### config.mk
export PLATFORM = sky130hd
export DESIGN_NAME = axi_txn_scheduler
export DESIGN_NICKNAME = d
export VERILOG_FILES = /design/src/rtl/axi_sched_pkg.sv /design/src/rtl/axi_sched_outst_cnt.sv /design/src/rtl/axi_txn_scheduler.sv
export SDC_FILE = /design/constraint.sdc
export NUM_CORES = 1
export LEC_CHECK = 0
export CORE_MARGIN = 4
export CORE_UTILIZATION = 25
export DETAILED_ROUTE_END_ITERATION = 7
export DONT_BUFFER_PORTS = 1
export PLACE_DENSITY = 0.48
export SLEW_MARGIN = 20
export SYNTH_ARGS = -nofsm -noshare
export SYNTH_HDL_FRONTEND = slang
export SYNTH_HIERARCHICAL = 1
export SYNTH_SLANG_ARGS = --single-unit
### constraint.sdc
create_clock -name clk -period 2.48 [get_ports clk]
set_clock_uncertainty 0.05 [all_clocks]
set_input_delay 0.496 -clock clk [delete_from_list [all_inputs] [get_ports clk]]
set_output_delay 0.496 -clock clk [all_outputs]
set_load 0.05 [all_outputs]
### src/rtl/axi_sched_pkg.sv
// Shared types and defaults for the AXI transaction scheduler.
// Latency: n/a (types only). Backpressure: n/a.
package axi_sched_pkg;

  localparam int TID_WID_DEF   = 4;
  localparam int MAX_OUTST_DEF = 4;
  localparam int CNT_WID       = 4;

  typedef enum logic [1:0] {
    ST_IDLE  = 2'd0,
    ST_GRANT = 2'd1,
    ST_GAP   = 2'd2
  } sched_state_t;

  typedef enum logic {
    DIR_WR = 1'b0,
    DIR_RD = 1'b1
  } sched_dir_t;

endpackage

### src/rtl/axi_sched_outst_cnt.sv
// Outstanding-transaction counter: up on issue, down on completion, sticky underflow flag.
// Latency: count visible the cycle after inc/dec. Backpressure: none; saturates at MAX and 0.
module axi_sched_outst_cnt
  import axi_sched_pkg::*;
#(
  parameter int MAX = MAX_OUTST_DEF
) (
  input  logic               clk,
  input  logic               rst,
  input  logic               inc,
  input  logic               dec,
  output logic [CNT_WID-1:0] cnt,
  output logic               err
);

  localparam logic [CNT_WID-1:0] MAX_C = CNT_WID'(MAX);

  // Simultaneous inc and dec cancel, so only the lone cases move the count.
  always_ff @(posedge clk) begin
    if (rst) begin
      cnt <= '0;
      err <= 1'b0;
    end else begin
      case ({inc, dec})
        2'b10: begin
          if (cnt != MAX_C) cnt <= cnt + 1'b1;
        end
        2'b01: begin
          if (cnt == '0) err <= 1'b1;
          else           cnt <= cnt - 1'b1;
        end
        default: ;
      endcase
    end
  end

endmodule

### src/rtl/axi_txn_scheduler.sv
// Grants one write or read transaction at a time (IDLE->GRANT->GAP), limits outstanding per direction.
// Latency: grant 1 cycle after an eligible request in IDLE, min issue interval 3. Backpressure: a direction
// at MAX_OUTST is held off; AXI_SCHED_FIXED_PRIO_EN makes write win ties instead of round-robin.
module axi_txn_scheduler
  import axi_sched_pkg::*;
#(
  parameter int TID_WID   = TID_WID_DEF,
  parameter int MAX_OUTST = MAX_OUTST_DEF
) (
  input  logic               clk,
  input  logic               rst,
  input  logic               wr_req,
  input  logic               rd_req,
  output logic               wr_gnt,
  output logic               rd_gnt,
  output logic               wr_trn_en,
  output logic               rd_trn_en,
  input  logic               wr_rsp_en,
  input  logic               rd_rsp_en,
  input  logic               rlast,
  output logic [CNT_WID-1:0] wr_outst,
  output logic [CNT_WID-1:0] rd_outst,
  output logic               busy,
  output logic               err_unexp
);

  generate
    if (TID_WID < 1 || MAX_OUTST < 1 || MAX_OUTST > 15) begin : g_bad_cfg
      $error("axi_txn_scheduler: TID_WID must be >= 1 and MAX_OUTST in 1..15");
    end
  endgenerate

  localparam logic [CNT_WID-1:0] MAX_C = CNT_WID'(MAX_OUTST);

  sched_state_t state;
  logic         wr_elig;
  logic         rd_elig;
  logic         pick_wr;
  logic         wr_err;
  logic         rd_err;
  logic         rd_done;

  assign wr_elig = wr_req && (wr_outst < MAX_C);
  assign rd_elig = rd_req && (rd_outst < MAX_C);
  assign rd_done = rd_rsp_en && rlast;

`ifdef AXI_SCHED_FIXED_PRIO_EN
  assign pick_wr = wr_elig;
`else
  sched_dir_t last_dir;

  // On a tie the direction not served last goes next.
  assign pick_wr = wr_elig && (!rd_elig || (last_dir == DIR_RD));
`endif

  always_ff @(posedge clk) begin
    if (rst) begin
      state     <= ST_IDLE;
      wr_gnt    <= 1'b0;
      rd_gnt    <= 1'b0;
      wr_trn_en <= 1'b0;
      rd_trn_en <= 1'b0;
`ifndef AXI_SCHED_FIXED_PRIO_EN
      last_dir  <= DIR_RD;
`endif
    end else begin
      wr_gnt    <= 1'b0;
      rd_gnt    <= 1'b0;
      wr_trn_en <= 1'b0;
      rd_trn_en <= 1'b0;
      case (state)
        ST_IDLE: begin
          if (wr_elig || rd_elig) begin
            state     <= ST_GRANT;
            wr_gnt    <= pick_wr;
            wr_trn_en <= pick_wr;
            rd_gnt    <= !pick_wr;
            rd_trn_en <= !pick_wr;
`ifndef AXI_SCHED_FIXED_PRIO_EN
            last_dir  <= pick_wr ? DIR_WR : DIR_RD;
`endif
          end
        end
        ST_GRANT: state <= ST_GAP;
        ST_GAP:   state <= ST_IDLE;
        default:  state <= ST_IDLE;
      endcase
    end
  end

  axi_sched_outst_cnt #(.MAX(MAX_OUTST)) u_wr_cnt (
    .clk (clk),
    .rst (rst),
    .inc (wr_trn_en),
    .dec (wr_rsp_en),
    .cnt (wr_outst),
    .err (wr_err)
  );

  axi_sched_outst_cnt #(.MAX(MAX_OUTST)) u_rd_cnt (
    .clk (clk),
    .rst (rst),
    .inc (rd_trn_en),
    .dec (rd_done),
    .cnt (rd_outst),
    .err (rd_err)
  );

  assign err_unexp = wr_err || rd_err;
  assign busy      = (wr_outst != '0) || (rd_outst != '0) || (state != ST_IDLE);

endmodule
Word-level counts from Yosys, hierarchy flattened
Cells that the tools add are included.
- reductions and logical operators: 25
- shift operators: 0
- bitwise logic cells: 2
- add/sub/neg operators: 4
- eq/ne operators: 12
- multiply operators: 0
- divide/modulo/power cells: 0
- muxes and demuxes: 9
- magnitude comparators: 2
- operator list (kind ; number):
    2-to-1 mux 4 bit ; 4
    case mux 4 bit (2 select lines) ; 2
    adder 4 x 1 -> 4 bit, second input constant ; 2
    logical NOT 4 bit ; 2
    < comparator 4 x 3 -> 1 bit, second input constant ; 2
    != test 4 x 3 -> 1 bit, second input constant ; 2
    nonzero test 4 bit ; 2
    subtractor 4 x 1 -> 4 bit, second input constant ; 2
    equality test 2 x 1 -> 1 bit, second input constant ; 3
    != test 2 bit, second input constant ; 3
    AND reduction 2 bit ; 3
    AND reduction 3 bit ; 2
    nonzero test 2 bit ; 3
    logical OR 1 bit ; 5
    equality test 2 bit, second input constant ; 2
    logical AND 1 bit ; 4
    != test 2 x 1 -> 1 bit, second input constant ; 2
    case mux 2 bit (2 select lines) ; 1
    OR reduction 3 bit ; 1
    logical NOT 1 bit ; 2
    logical NOT 2 bit ; 1
    2-to-1 mux 2 bit ; 1
    NOT 1 bit ; 2
    2-to-1 mux 1 bit ; 1
- memories kept: 0
- flip-flop bits (word level): 15
- word-level logic and storage cells: 62
- output and inout port bits: 14
- bits in latches: 0
- bits in writable memories: 0
- bits of input ports: 7
- ROM bits: 0

Logic depth before layout (Yosys ltp)
Gate-level depths: netlist of the first run.
- word-level depth: 6
- mapped depth: 7
- depth with buffers taken out: 7

Hierarchy
The synthesis of the first run kept the hierarchy.
- modules (own cells, without submodules) (module ; area an instance (sq um) ; seq. area each (sq um) ; cells each ; times used):
    axi_sched_outst_cnt ; 326.6 ; 100.1 ; 34 ; 2
    axi_txn_scheduler ; 232.7 ; 100.1 ; 25 ; 1

Least setup slack after synthesis of the first run
No wires, ideal clock.
- kind: input to register
- from: in rd_rsp_en
- to: reg u_rd_cnt.cnt[2]
- setup time: 123 ps
- buffers on the path: 0
- arrival time: 1927 ps
- data required time: 2307 ps
- stages on the path: 7
- setup slack: 380 ps
- cells stage by stage: and2_1 -> or2b_1 -> xnor2_1 -> ha_1 -> nor4b_1 -> o22ai_1 -> mux2_1
- word-level cells in the longest chain between the ends: 4
- elaborated cells on any way between the ends: 8
- those cells by class: eq/ne (4); mux (1); reduce/logical (3)
- RTL lines (what ; line ; source):
    start: declaration ; axi_txn_scheduler.sv:19 ; input logic rd_rsp_en,
    logical AND 1 bit * ; axi_txn_scheduler.sv:45 ; assign rd_done = rd_rsp_en && rlast;
    equality test 2 x 1 -> 1 bit or equality test 2 bit (tied branches) ; axi_sched_outst_cnt.sv:24 ; case ({inc, dec})
    != test 2 bit (no line) (tied with other cells) ; -- ;
    AND reduction 3 bit (no line) ; -- ;
    end signal: assignment ; axi_sched_outst_cnt.sv:26 ; if (cnt != MAX_C) cnt <= cnt + 1'b1;
    end signal: assignment ; axi_sched_outst_cnt.sv:30 ; else cnt <= cnt - 1'b1;
    end: declaration ; axi_sched_outst_cnt.sv:12 ; output logic [CNT_WID-1:0] cnt,
Every way passes the cells marked *; elsewhere a longest branch is shown, timed or not.
A chain may end at the register's enable or synchronous reset.

Worst setup path after layout of the first run
- from: reg u_wr_cnt.cnt[3]
- to: out busy
- word-level cells in the longest chain between the ends: 3
- RTL lines (what ; line ; source):
    start: declaration ; axi_sched_outst_cnt.sv:12 ;
    start signal: assignment ; axi_sched_outst_cnt.sv:26 ;
    start signal: assignment ; axi_sched_outst_cnt.sv:30 ;
    nonzero test 4 bit ; axi_txn_scheduler.sv:110 ; assign busy = (wr_outst != '0) || (rd_outst != '0) || (state != ST_IDLE);
    logical OR 1 bit (2 in a row) ; axi_txn_scheduler.sv:110 ;
    end: declaration ; axi_txn_scheduler.sv:23 ; output logic busy,
No other way between the ends.

==> impl_results.md, run 1 <==
- Outcome: finished, final reports clean
- Relative slew slack: between 40% and 50%
- Total grt overflow: 0
- Number of global-route vias before repair: around 660
- Max-slew violations: 0
- FF+latch count, synth: 15
- Remaining DRCs: 0
- Crit path max fanout: 7
- Initial drt markers: 28
- WP data arrival: 1610 ps
- Xor/xnor cell area share of the yosys netlist: 7.91%
- Worst hold margin: ~230 ps
- CTS tree: built
- Transition time of the tightest slew-check pin: roughly 770 ps
- First-pass GRT wire length: 3120 um
- Min cycle time layout: ~2200 ps
- Fill cells: 378
- # hold bufs at CTS: 0
- Initial Util: 26.1%
- RSZ-0062 raised after global routing: false
- Layout Nets: 109
- Sw frac: 45.3%
- Pin count of the biggest net entering global routing: 16
- H-Tree Depth: 1
- Via count: slightly below 700
- Synthesized area: around 890 um^2
- Vias per cell: approximately 4.8
- Synth Area in Compound Gates: 12.3%
- CP endpoint kind: output port
- Cts bufs inserted: 3
- GRT Overall Usage: 9.12%
- CP Launch Type: register
- Simple-Gate Fraction of Synth Area: 33.2%
- Worst R2R Setup Slack: roughly 650 ps
- Top Layer Used: met4
- WL met3: 205 um
- Fmax: 463 MHz
- Final Setup Violations: 0
- Critical path class: register to output port
- Layout cells sized above 1: 22.2%
- Clock tree buffer depth: 2
- Die W: slightly below 70 um
- Antenna violations before repair: 0
- Synth-to-layout area growth: 10.3%
- Clk pin slew, worst setup/hold paths: 90 ps
- Sw power: 405 uW
- Post-CTS setup buffer count: 0
- Max Cap Viol: 0
- Root buf cell: clkbuf_4
- Largest family of logic cells by synthesized area: simple AND/OR/NAND/NOR gates
- Main synth FF type: dfxtp_1
- Seq/Total Area, Yosys: 33.9%
- Mux contribution to synthesized area: 4.80%
- Clock Power Share: 15.0%
- Synth Warn #: 6
- Placer Congestion: 0.719
- Final instance area: 977 um^2
- 1st-pass router iterations: 4
- Worst Hold Class: input port to register
- Netlist cell types: 32
- Final Hold Viols: 0
- Mapped Cells: 93
- # rows: 21
- Pleak: roughly 0.00040 uW
- Ys async rst share: 0%
- TNS Setup: 0 ps
- DP Area: 951 um^2
- Number of synthesized flops with an enable pin: 0
- Core area: about 3400 um^2
- Peak VDD IR: about 0.25 mV
- Final WL: 1840 um
- IO Port Bufs: 0
- Final antenna diode count: 0
- P_int: 490 uW
- Synthesized Nets: ~100
- Period utilization: 87.1%
- Worst-Skew Late Latency: 280 ps
- Clk sinks: 15
- Dpl hpwl: 1420 um
- Seq pwr share: 39.8%
- Pwr per Cell Area: 916 nW/um^2
- Post-Synth Adder-Cell Area: 2.82%
- Die area: 4560 um^2
- M1 wire length: a little under 800 um
- Met2 wire length: around 820 um
- Critical path data required time: 1930 ps
- Die Ht: 67.5 um
- Syn_area_per_cell: 9.53 um^2
- Routed Antenna Nets: 0
- Average wire per standard cell: 12.7 um
- Cts repair resizes: 0
- Comb pwr share: 45.2%
- I/O pins: 21
synth_stat cells, types with 3 or more instances:
| library cell | instances | area (um^2) |
|---|---|---|
| or3_4 | 3 | 33.8 |
| xor2_1 | 4 | 35.0 |
| nand2_1 | 7 | 26.3 |
| nor2_1 | 6 | 22.5 |
| nor3_2 | 3 | 30.0 |
| dfxtp_1 | 15 | 300 |
| o211ai_1 | 4 | 30.0 |
| a21oi_1 | 7 | 35.0 |
| nor3_1 | 3 | 15.0 |
| xnor2_1 | 4 | 35.0 |
registers in the layout, summed over array words and instances (netlist names):
register / count
u_rd_cnt/err: 1
u_wr_cnt/cnt: 4
last_dir: 1
u_rd_cnt/cnt: 4
wr_trn_en: 1
u_wr_cnt/err: 1
state: 2
rd_trn_en: 1
cell families after synthesis:
logic type	Yosys count
and+or+nand+nor	42
AOI/OAI and AO/OA	16
DFF	15
xor gates and xnor gates	8
buffers and inverters	6
muxes	4
adders and majority gates	2
through the flow:
stage | instances | power (uW) | setup WS (ps) | utilization, %
after detailed placement | 141 | 770 | 269 | 28.1
after global routing | 145 | 957 | 205 | 28.8
after global placement | 141 | 762 | 324 | 28.1
final | 145 | 895 | 320 | 28.8
after CTS | 145 | 910 | 297 | 28.8
after floorplan | 93 | 692 | 380 | -
placed cells by master, fill, tap and decap left out, types with 2 or more instances in the layout:
master	n
nor4b_1	2
nor2b_1	2
a21oi_1	7
o21ba_1	2
nor2_1	6
o211ai_1	4
xor2_1	4
o22ai_1	2
dfxtp_1	15
xnor2_1	4
or3_4	3
mux2i_1	2
nand2_1	7
nor3b_1	2
inv_1	2
or4b_4	2
buf_4	6
nand4b_1	2
and3b_2	2
or2b_1	2
nor3_1	3
clkbuf_4	3
ha_1	2
mux2_1	2
nor3_2	3
layout make-up:
class | instances | area (um^2) | share of cell area [%]
Multi-Input combinational cell | 72 | 541 | 55.3
Sequential cell | 15 | 300 | 30.7
Tap cell | 46 | 57.6 | 5.89
Timing Repair Buffer | 6 | 45.0 | 4.61
Clock buffer | 4 | 26.3 | 2.69
Inverter | 2 | 7.51 | 0.768
power by group through the flow:
stage / registers [uW] / clock network (uW) / logic (uW)
global route: 365 / 155 / 437
floorplan: 412 / 0 / 279
global placement: 362 / 0 / 400
CTS: 357 / 143 / 410
detailed placement: 362 / 0 / 408
finish: 356 / 134 / 405
per-layer routing:
| metal | up-vias | global-route usage (%) |
|---|---|---|
| li1 | 348 | - |
| met1 | 319 | 10.2 |
| met2 | 21 | 13.9 |
| met3 | 2 | 5.49 |
| met4 | 0 | 3.80 |
| met5 | - | 0 |
worst paths after layout:
kind	startpoint	endpoint	depth (start not counted)
worst max register to register	u_rd_cnt/cnt[1]$_SDFFE_PP0P_	u_rd_cnt/cnt[2]$_SDFFE_PP0P_	6
worst min-delay path	rst	u_rd_cnt/cnt[0]$_SDFFE_PP0P_	1
worst min register to register	u_rd_cnt/err$_SDFFE_PP0P_	u_rd_cnt/err$_SDFFE_PP0P_	1
worst max-delay path	u_wr_cnt/cnt[3]$_SDFFE_PP0P_	busy	3
critical path, stage by stage, from the launching register on:
cell	delay (ps)
dfxtp_1	770
nor2_1	200
nand4_1	160
buf_4	210
Power figures use the tool's default switching activity.
==> run 2, diff against run 1 <==
clock period = 2 ns   (was 2.48 ns; I/O delays follow)
==> impl_results.md, run 2 (synthesized netlist as in run 1, its figures left out) <==
- Outcome: finished, final reports clean
- Antenna violations before repair: 0
- Period utilization: 91.7%
- Max Cap Viol: 0
- Cts bufs inserted: 3
- Total grt overflow: 0
- Reg-to-reg endpoint: u_wr_cnt/cnt[2]$_SDFFE_PP0P_
- Critical path class: register to register
- RSZ-0062 raised after global routing: false
- Final Setup Violations: 0
- Synth-to-layout area growth: 15.7%
- First-pass GRT wire length: 3270 um
- Number of global-route vias before repair: approximately 730
- Pleak: between 0.0004 and 0.0005 uW
- Final WL: around 1900 um
- Worst Hold Class: input port to register
- Post-Place Worst Slack: 17.2 ps
- Remaining DRCs: 0
- Max-slew violations: 0
- Root buf cell: clkbuf_4
- Min cycle time layout: 1830 ps
- R2R depth: 6
- Final antenna diode count: 0
- Critical path data required time: 2120 ps
- Final instance area: 1020 um^2
- I/O pins: 21
- Critical R2R Launch: wr_trn_en$_SDFF_PP0_
- Final Hold Viols: 0
- H-Tree Depth: 1
- Vias per cell: 4.68
- Initial Util: 26.1%
- Biggest regs: u_rd_cnt/cnt (4), u_wr_cnt/cnt (4), state (2)
- Routed Antenna Nets: 0
- CTS tree: built
- CP endpoint kind: register
- DP Area: 998 um^2
- Transition time of the tightest slew-check pin: 365 ps
- GRT Overall Usage: 9.35%
- Pwr per Cell Area: about 1100 nW/um^2
- IO Port Bufs: 0
- Peak VDD IR: 0.620 mV
- Initial drt markers: 19
- Pin count of the biggest net entering global routing: 16
- Hold Path Depth: 1
- Power Total: 1130 uW
- Post-layout util: 30.2%
- Placer Congestion: 0.708
- Dpl hpwl: 1460 um
- Worst R2R Setup Slack: 170 ps
- Via count: 706
- Average wire per standard cell: 12.8 um
- Post-CTS setup buffer count: 0
- Final WS setup: about 170 ps
- Worst-Skew Late Latency: roughly 280 ps
- Die W: 67.5 um
- Layout Nets: 115
- Die area: between 4000 and 5000 um^2
- Relative slew slack: about 76%
- Clk sinks: 15
- 1st-pass router iterations: 2
- Layout cells sized above 1: 28.6%
- Cts repair resizes: 0
- Clock tree buffer depth: 2
- Fmax: between 500 and 600 MHz
- Clk pin slew, worst setup/hold paths: 90 ps
- Commonest non-fill, non-tap cell in the layout: dfxtp_1
- Hold path startpoint: rst
- Hold endpoint: u_rd_cnt/cnt[0]$_SDFFE_PP0P_
- CP Launch Type: register
- Crit path max fanout: 2
- WP data arrival: 1950 ps
- # rows: 21
- Most frequent cells in the layout: 13 x dfxtp_1, 12 x buf_4, 7 x nand2_1, 7 x a21oi_1, 6 x nor2_1
- Core area: 3390 um^2
- # hold bufs at CTS: 0
- Die Ht: 67.5 um
- Fill cells: around 360
-- run 2: cell count changes in the layout (fill, tap and decap cells not counted) --
cell,previous run,this run
buf_4,6,12
dfxtp_1,15,13
dfxtp_2,0,2
-- run 2: worst max path at each step --
stage | from | slack (ps) | depth (start not counted) | endpoint
3_3_place_gp | rd_rsp_en | 80 | 7 | u_rd_cnt/cnt[2]$_SDFFE_PP0P_
5_1_grt | rd_trn_en$_SDFF_PP0_ | 60 | 6 | u_rd_cnt/cnt[2]$_SDFFE_PP0P_
3_5_place_dp | rd_rsp_en | 20 | 7 | u_rd_cnt/cnt[2]$_SDFFE_PP0P_
2_1_floorplan | rd_rsp_en | -4 | 7 | u_rd_cnt/cnt[2]$_SDFFE_PP0P_
6_report | wr_trn_en$_SDFF_PP0_ | 170 | 6 | u_wr_cnt/cnt[2]$_SDFFE_PP0P_
4_1_cts | wr_trn_en$_SDFF_PP0_ | 160 | 6 | u_wr_cnt/cnt[2]$_SDFFE_PP0P_
-- run 2: metrics by stage --
stage / hold slack (ps) / setup TNS [ps] / instances
after floorplan: 391 / -4.14 / 93
after global placement: 400 / 0 / 147
after detailed placement: 404 / 0 / 147
after CTS: 111 / 0 / 151
after global routing: 105 / 0 / 151
final: 127 / 0 / 151
-- run 2: area by class of cell --
type	count	area, um^2	area share (%)
inverter	2	7.51	0.733
multi-input combinational	72	541	52.7
tap	46	57.6	5.62
clock buffer	4	26.3	2.56
timing repair buffer	12	90.1	8.79
sequential	15	303	29.5
-- run 2: routing by layer --
metal	up-vias	GRT usage [%]	share of wire (%)
li1	361	-	-
met1	323	11.4	48
met2	20	14.7	43
met3	2	3.99	9.0
met4	0	3.04	0.67
met5	-	0	0
-- run 2: critical path, cell delays in order, from the launching register on --
cell and delay [ps]:
dfxtp_2 330, or2b_1 220, xnor2_1 130, ha_1 200, nor4b_1 310, o22ai_1 170, mux2_1 320
-- run 2: where the power goes --
part / switching, uW / internal [uW] / total, uW
sequential: 48.4 / 348 / 396
clock: 92.8 / 77.4 / 170
combinational: 368 / 199 / 567
total: 509 / 624 / 1130
